$ cat config.mk
export PLATFORM = sky130hd
export DESIGN_NAME = run_length_detector
export DESIGN_NICKNAME = d
export VERILOG_FILES = /design/src/rtl/run_length_detector.sv
export SDC_FILE = /design/constraint.sdc
export NUM_CORES = 1
export LEC_CHECK = 0
export CORE_MARGIN = 5
export CORE_UTILIZATION = 30
export DETAILED_ROUTE_END_ITERATION = 7
export DONT_BUFFER_PORTS = 1
export PLACE_DENSITY_LB_ADDON = 0.3
export SLEW_MARGIN = 25
export SYNTH_ARGS = -nofsm -noshare
export SYNTH_HDL_FRONTEND = slang
export SYNTH_SLANG_ARGS = --single-unit
$ cat constraint.sdc
create_clock -name clk -period 2.5 [get_ports clk]
set_clock_uncertainty 0.1 [all_clocks]
set_input_delay 0.5 -clock clk [delete_from_list [all_inputs] [get_ports clk]]
set_output_delay 0.5 -clock clk [all_outputs]
set_load 0.02 [all_outputs]
$ cat src/rtl/run_length_detector.sv
// Run-length detector: flags runs of run_len equal samples on serial input w,
// with polarity selection, overlap/restart modes, sample enable and a hit counter.
module run_length_detector #(
  parameter int RUN_W = 4,
  parameter int HIT_W = 16
) (
  input  logic             clk,
  input  logic             rst_n,
  input  logic             en,
  input  logic             w,
  input  logic [RUN_W-1:0] run_len,
  input  logic [1:0]       mode,
  input  logic             overlap,
  input  logic             clr_cnt,
  output logic             z,
  output logic             z_bit,
  output logic [RUN_W-1:0] run_cnt,
  output logic [HIT_W-1:0] hit_cnt
);

  localparam logic [1:0] IDLE = 2'd0;
  localparam logic [1:0] RUN0 = 2'd1;
  localparam logic [1:0] RUN1 = 2'd2;

  localparam logic [RUN_W-1:0] CNT_MAX = {RUN_W{1'b1}};
  localparam logic [HIT_W-1:0] HIT_MAX = {HIT_W{1'b1}};

  logic [1:0]       state, state_nxt;
  logic [RUN_W-1:0] cnt_inc, cnt_nxt, thr;
  logic             same_run, pol_en, hit;

  // NOTE: every signal assigned here gets a default first so no latch is inferred.
  always_comb begin
    state_nxt = state;
    cnt_nxt   = run_cnt;
    cnt_inc   = '0;
    same_run  = 1'b0;
    pol_en    = 1'b0;
    hit       = 1'b0;
    thr       = (run_len == '0) ? RUN_W'(1) : run_len;

    same_run = (state == RUN0 && !w) || (state == RUN1 && w);
    if (!same_run)
      cnt_inc = RUN_W'(1);
    else if (run_cnt == CNT_MAX)
      cnt_inc = CNT_MAX;
    else
      cnt_inc = run_cnt + RUN_W'(1);

    pol_en = w ? mode[1] : mode[0];

    if (en) begin
      state_nxt = w ? RUN1 : RUN0;
      hit       = pol_en && (overlap ? (cnt_inc >= thr) : (cnt_inc == thr));
      // Restart mode: a completed run starts over, polarity is kept.
      cnt_nxt   = (hit && !overlap) ? '0 : cnt_inc;
    end
  end

  // NOTE: sequential state uses non-blocking assignments so all registers
  // update together from the values present before the edge.
  always_ff @(posedge clk) begin
    if (!rst_n) begin
      state   <= IDLE;
      run_cnt <= '0;
      z       <= 1'b0;
      z_bit   <= 1'b0;
      hit_cnt <= '0;
    end else begin
      state   <= state_nxt;
      run_cnt <= cnt_nxt;
      z       <= hit;
      if (hit)
        z_bit <= w;
      if (clr_cnt)
        hit_cnt <= '0;
      else if (hit && hit_cnt != HIT_MAX)
        hit_cnt <= hit_cnt + HIT_W'(1);
    end
  end

endmodule

# Word level (Yosys, flattened, before mapping)
# Index checks and enable logic that the tools add are counted.
# word_totals
word_cells	32
ff_bits	24
inputBits	12
out_inout_bits	22
# op_classes
n_eq_ne	5
muxes	8
bitwise_logic	1
n_reduce_logical	10
n_lt_le_gt_ge	1
add_sub_neg	2
# op_table
cell	n
$add 16x1->16 const B	1
$mux 4	4
$ne 16x16->1 const B	1
$logic_and 1x1->1	5
$add 4x1->4 const B	1
$eq 4x4->1	1
$eq 4x4->1 const B	1
$ge 4x4->1	1
$logic_not 4->1	1
$mux 1	3
$eq 2x1->1 const B	1
$eq 2x2->1 const B	1
$logic_not 1->1	2
$mux 2	1
$reduce_or 2->1	1
$logic_or 1x1->1	1
$not 1->1	1

# Longest topological paths before layout
# logic_depth
word_depth	9
ltp_mapped	11
mapped_depth_nobuf	10

# Least setup slack after synthesis
# Ideal clock, no wire load.
# synth_path
path_type	input -> register
start	input w
end	register hit_cnt[12]
arrival_ns	2.383
cell_stages	10
n_path_buf	1
path_slack_ns	-0.099
t_required_ns	2.284
path_cell_list	and3b_1 a21oi_1 nor2_1 ha_1 nor2b_1 o2111ai_1 a311oi_2 buf_4 a31oi_1 a41o_1
# synth_via
elab_chain_cells	9
word_cells_on_any_way	12
cone_classes	order compare: 1; eq/ne: 1; mux: 4; reduce/logical: 6
# synth_rtl
element	line	text
start: declaration	10	input logic w,
$logic_not 1->1	42	same_run = (state == RUN0 && !w) || (state == RUN1 && w);
$logic_and 1x1->1	42	
$logic_or 1x1->1	42	
$mux 4	43	if (!same_run)
$ge 4x4->1 / $eq 4x4->1 (equally long branches)	54	hit = pol_en && (overlap ? (cnt_inc >= thr) : (cnt_inc == thr));
$mux 1	54	
$logic_and 1x1->1 (*)	54	
$mux 1 (*)	52	if (en) begin
$logic_and 1x1->1 (*)	77	else if (hit && hit_cnt != HIT_MAX)
end signal: assignment	78	hit_cnt <= hit_cnt + HIT_W'(1);
end: declaration	18	output logic [HIT_W-1:0] hit_cnt
# Mark *: on every way between the ends. The rest lies on a longest branch, timed or not.
# A chain may end at the register's enable or synchronous reset.

# Worst setup path in the final report
# layout_path
start	register run_cnt[1]
end	register hit_cnt[8]
# layout_via
elab_chain_cells	8
word_cells_on_any_way	10
cone_classes	add/sub: 1; order compare: 1; eq/ne: 2; mux: 4; reduce/logical: 2
# layout_rtl
element	line	text
start: declaration	17	output logic [RUN_W-1:0] run_cnt,
start signal: assignment	71	run_cnt <= cnt_nxt;
$add 4x1->4 / $eq 4x4->1 (equally long branches)	48, 45	
$mux 4 (*)	45	else if (run_cnt == CNT_MAX)
$mux 4 (*)	43	
$ge 4x4->1 / $eq 4x4->1 (equally long branches)	54	
$mux 1 (*)	54	
$logic_and 1x1->1 (*)	54	
$mux 1 (*)	52	
$logic_and 1x1->1 (*)	77	
# Marked as above.

==> summary.md <==
| Metric | Value |
|---|---|
| Max H-tree Level | 1 |
| FF-to-FF End | hit_cnt[8]$_SDFFE_PP0P_ |
| PnR worst setup slack | -1.20 ps |
| Setup CP Type | reg2reg |
| Min Clock Period, post-route | 2500 ps |
| Main synth FF type | dfxtp_1 |
| Synth Area in Compound Gates | 20.2% |
| Post-route DRC violation count | 0 |
| Worst setup startpoint | run_cnt[1]$_SDFFE_PN0P_ |
| Worst setup path end | hit_cnt[8]$_SDFFE_PP0P_ |
| Distinct cells, synth | 41 |
| Finish-stage setup viols | 1 |
| Post-synthesis mux area share | 6.37% |
| Most common cell after layout, fill and taps aside | buf_4 |
| Switching Power | 179 uW |
| Worst setup SP type | flop |
| Final nets | 210 |
| I/O Buffers | 0 |
| Slew Viols, Final | 0 |
| RSZ-0062 raised after global routing | yes |
| Most frequent cells in the layout | 22 x buf_4, 19 x dfxtp_1, 16 x nand2_1, 14 x nor2_1 |
| Detailed-route via count | 1315 |
| Non-filler cells, final | 245 |
| Req. time, crit path | 2570 ps |
| Vias in the first global route | 1217 |
| Final TNS setup | -1.20 ps |
| Path depth of the worst reg2reg path | 11 |
| Outcome | finished, violations left |
| Ant diodes | 0 |
| TritonCTS clock tree | yes |
| IO Count | 34 |
| Final ANT Viol Nets | 0 |
| Placed instance area | 1620 um^2 |
| Die footprint | 6190 um^2 |
| Crit path max fanout | 6 |
| CTS Buffer Depth | 2 |
| Fmax | 400 MHz |
| GRT Total Usage | 12.2% |
| Clock-pin slew on the worst setup and hold paths | 90 ps |
| Post-synth ARST share | 0% |
| Synth top area share | 34.0% |
| Worst path arrival time | 2570 ps |
| Post-Synth Adder-Cell Area | 5.31% |
| Yosys top cell by area | dfxtp_1 |
| Post-CTS Hold Fix Bufs | 0 |
| Worst reg2reg startpoint | run_cnt[1]$_SDFFE_PN0P_ |
| Post-synth EDFFs | 0 |
| CP max stage cell | dfxtp_2 |
| Simple-Gate Fraction of Synth Area | 30.2% |
| Synth Instances | 168 |
| Sequential share of power | 47.8% |
| Internal power | 638 uW |
| Largest stage delay, worst path | 370 ps |
| Post-Synth XOR/XNOR Area | 0% |
| Worst Hold Class | in2reg |
| Final wirelength | 3680 um |
| Area contributors post-synth | dfxtp_1 34%, mux2i_1 6.4%, ha_1 5.3% |
| RD Place Congestion | 0.812 |
| Cell mode on critical path | buf_4 |
| Routed len/inst | 15.0 um |
| Fin area | 1820 um^2 |
| Max_slew headroom | 71.9% |
| Final worst-path cycle share | 100% |
| Starting Density | 30.4% |
| Pwr dens | 449 nW/um^2 |
| Peak VDD IR | 0.000221 V |
| Total CTS buffers | 3 |
| Largest net degree at the start of global routing | 19 |
| Failing checks | setup timing |
| Layout area overhead | 28.5% |
| Slew @ Worst Pin | 421 ps |
| Syn_nets | 186 |
| Mean Syn Cell Area | 8.42 um^2 |
| Area of the core | 4660 um^2 |
| Die Height | 78.7 um |
| Drt via density | 5.37 |
| Largest family of logic cells by synthesized area | simple AND/OR/NAND/NOR gates |
| GRT overflow | 0 |
| Clock root buffer | clkbuf_8 |
| Worst-Skew Late Latency | 270 ps |
| Drt first pass iters | 4 |
| Sequential share of the synthesized area | 34.0% |
| Yosys warns | 0 |
| R2R Setup Slk | -1 ps |
| Initial antenna violation count | 0 |
| Clock share of power | 42.5% |
| Chip Width | 78.7 um |
| Core Rows | 25 |
| Yosys reg bits | 24 |
| Fin. Hold Viols | 0 |
| Layout cells sized above 1 | 28.8% |
| Fillcell total | 465 |
| HPWL Detailed | 2690 um |
| Crit path capture type | flop |
| First-pass GRT wire length | 6150 um |
| Leak | 0.000769 uW |
| Max_cap viols | 0 |
| DRT iter0 DRCs | 42 |
| Critical Path, Cell by Cell | buf_6 > nand3_1 > nor2_1 > a211oi_2 > ha_1 > buf_4 > o2111ai_4 > a311oi_2 > buf_4 > a31oi_1 > a41o_1 |
| Cells after DPL | 237 |
| Sw Ratio | 21.9% |
| Clk sinks | 24 |
| Synthesized area | 1420 um^2 |
| Logic pwr share | 9.8% |
[metrics by stage]
step | hold WS [ps] | power, uW | util (%) | worst slack [ps]
2_1_floorplan | 399 | 444 | - | 5.56
3_3_place_gp | 447 | 462 | 34.7 | -147
3_5_place_dp | 439 | 462 | 34.7 | -180
4_1_cts | 237 | 814 | 37.0 | 6.48
5_1_grt | 222 | 854 | 39.0 | -131
6_report | 240 | 817 | 39.0 | -1.20
[worst min path at each step]
stage                          start                      end  slack [ps]  depth (start not counted)
2_1_floorplan  state[1]$_SDFFE_PN0P_    state[1]$_SDFFE_PN0P_         400                          2
3_3_place_gp   state[1]$_SDFFE_PN0P_    state[1]$_SDFFE_PN0P_         450                          2
3_5_place_dp   state[1]$_SDFFE_PN0P_    state[1]$_SDFFE_PN0P_         440                          2
4_1_cts                        rst_n  run_cnt[2]$_SDFFE_PN0P_         240                          1
5_1_grt                        rst_n  run_cnt[2]$_SDFFE_PN0P_         220                          1
6_report                       rst_n  run_cnt[2]$_SDFFE_PN0P_         240                          1
[layout make-up]
type                    count  area (um^2)  share of cell area (%)
multi-input cells         130          971                    53.4
flip-flops and latches     24          487                    26.8
clock buffers               3         41.3                    2.27
inverters                   9         33.8                    1.86
clock inverters             1         30.0                    1.65
repair buffers             24          188                    10.3
well taps                  54         67.6                    3.72
[worst max-delay path: cells and delay by family (launching register included)]
kind	cells	cell delay [ps]
compound gates	5	890
buf+inv	3	480
fa+ha+maj	1	340
simple gates	2	220
flops	1	370
[power groups by stage]
stage                     Clock (uW)  Combinational (uW)  Sequential, uW
after floorplan                    0                43.1             401
after global placement             0                63.6             398
after detailed placement           0                64.2             398
after CTS                        356                68.8             389
after global routing             374                87.9             391
final                            347                79.7             390
[logic make-up after synthesis]
family	Yosys count
buffers and inverters	14
DFF	24
adders and majority gates	6
AOI/OAI and AO/OA	40
muxes	9
and+or+nand+nor	75
[registers in the layout (all words and copies together) (netlist names)]
| name | cells |
|---|---|
| hit_cnt | 16 |
| run_cnt | 4 |
| state | 2 |
| z | 1 |
| z_bit | 1 |
[synthesized netlist by cell type (2+ instances only)]
library cell	number
a21o_1	2
a21oi_1	9
a31o_2	4
a31oi_1	7
a41o_1	4
and2_1	4
clkbuf_1	2
dfxtp_1	24
ha_1	6
inv_1	9
mux2i_1	9
nand2_1	16
nand2b_1	5
nand3_1	7
nand4_1	8
nor2_1	15
nor2b_1	7
nor4_1	3
o21a_1	2
o21ai_0	4
[timing repair]
action | CTS | global route
buffers inserted | 0 | 3
gates resized for setup | 8 | 14
pin swaps | 2 | 8
gates cloned | 1 | 0
endpoints found under the setup margin | 15 | 20
[routing by layer]
layer	share of wire, %	track usage [%]	vias to the layer above
li1	-	-	667
met1	44	15.4	598
met2	47	19.9	42
met3	6.4	3.10	8
met4	2.0	4.72	0
met5	0	0	-
Power figures use the tool's default switching activity.
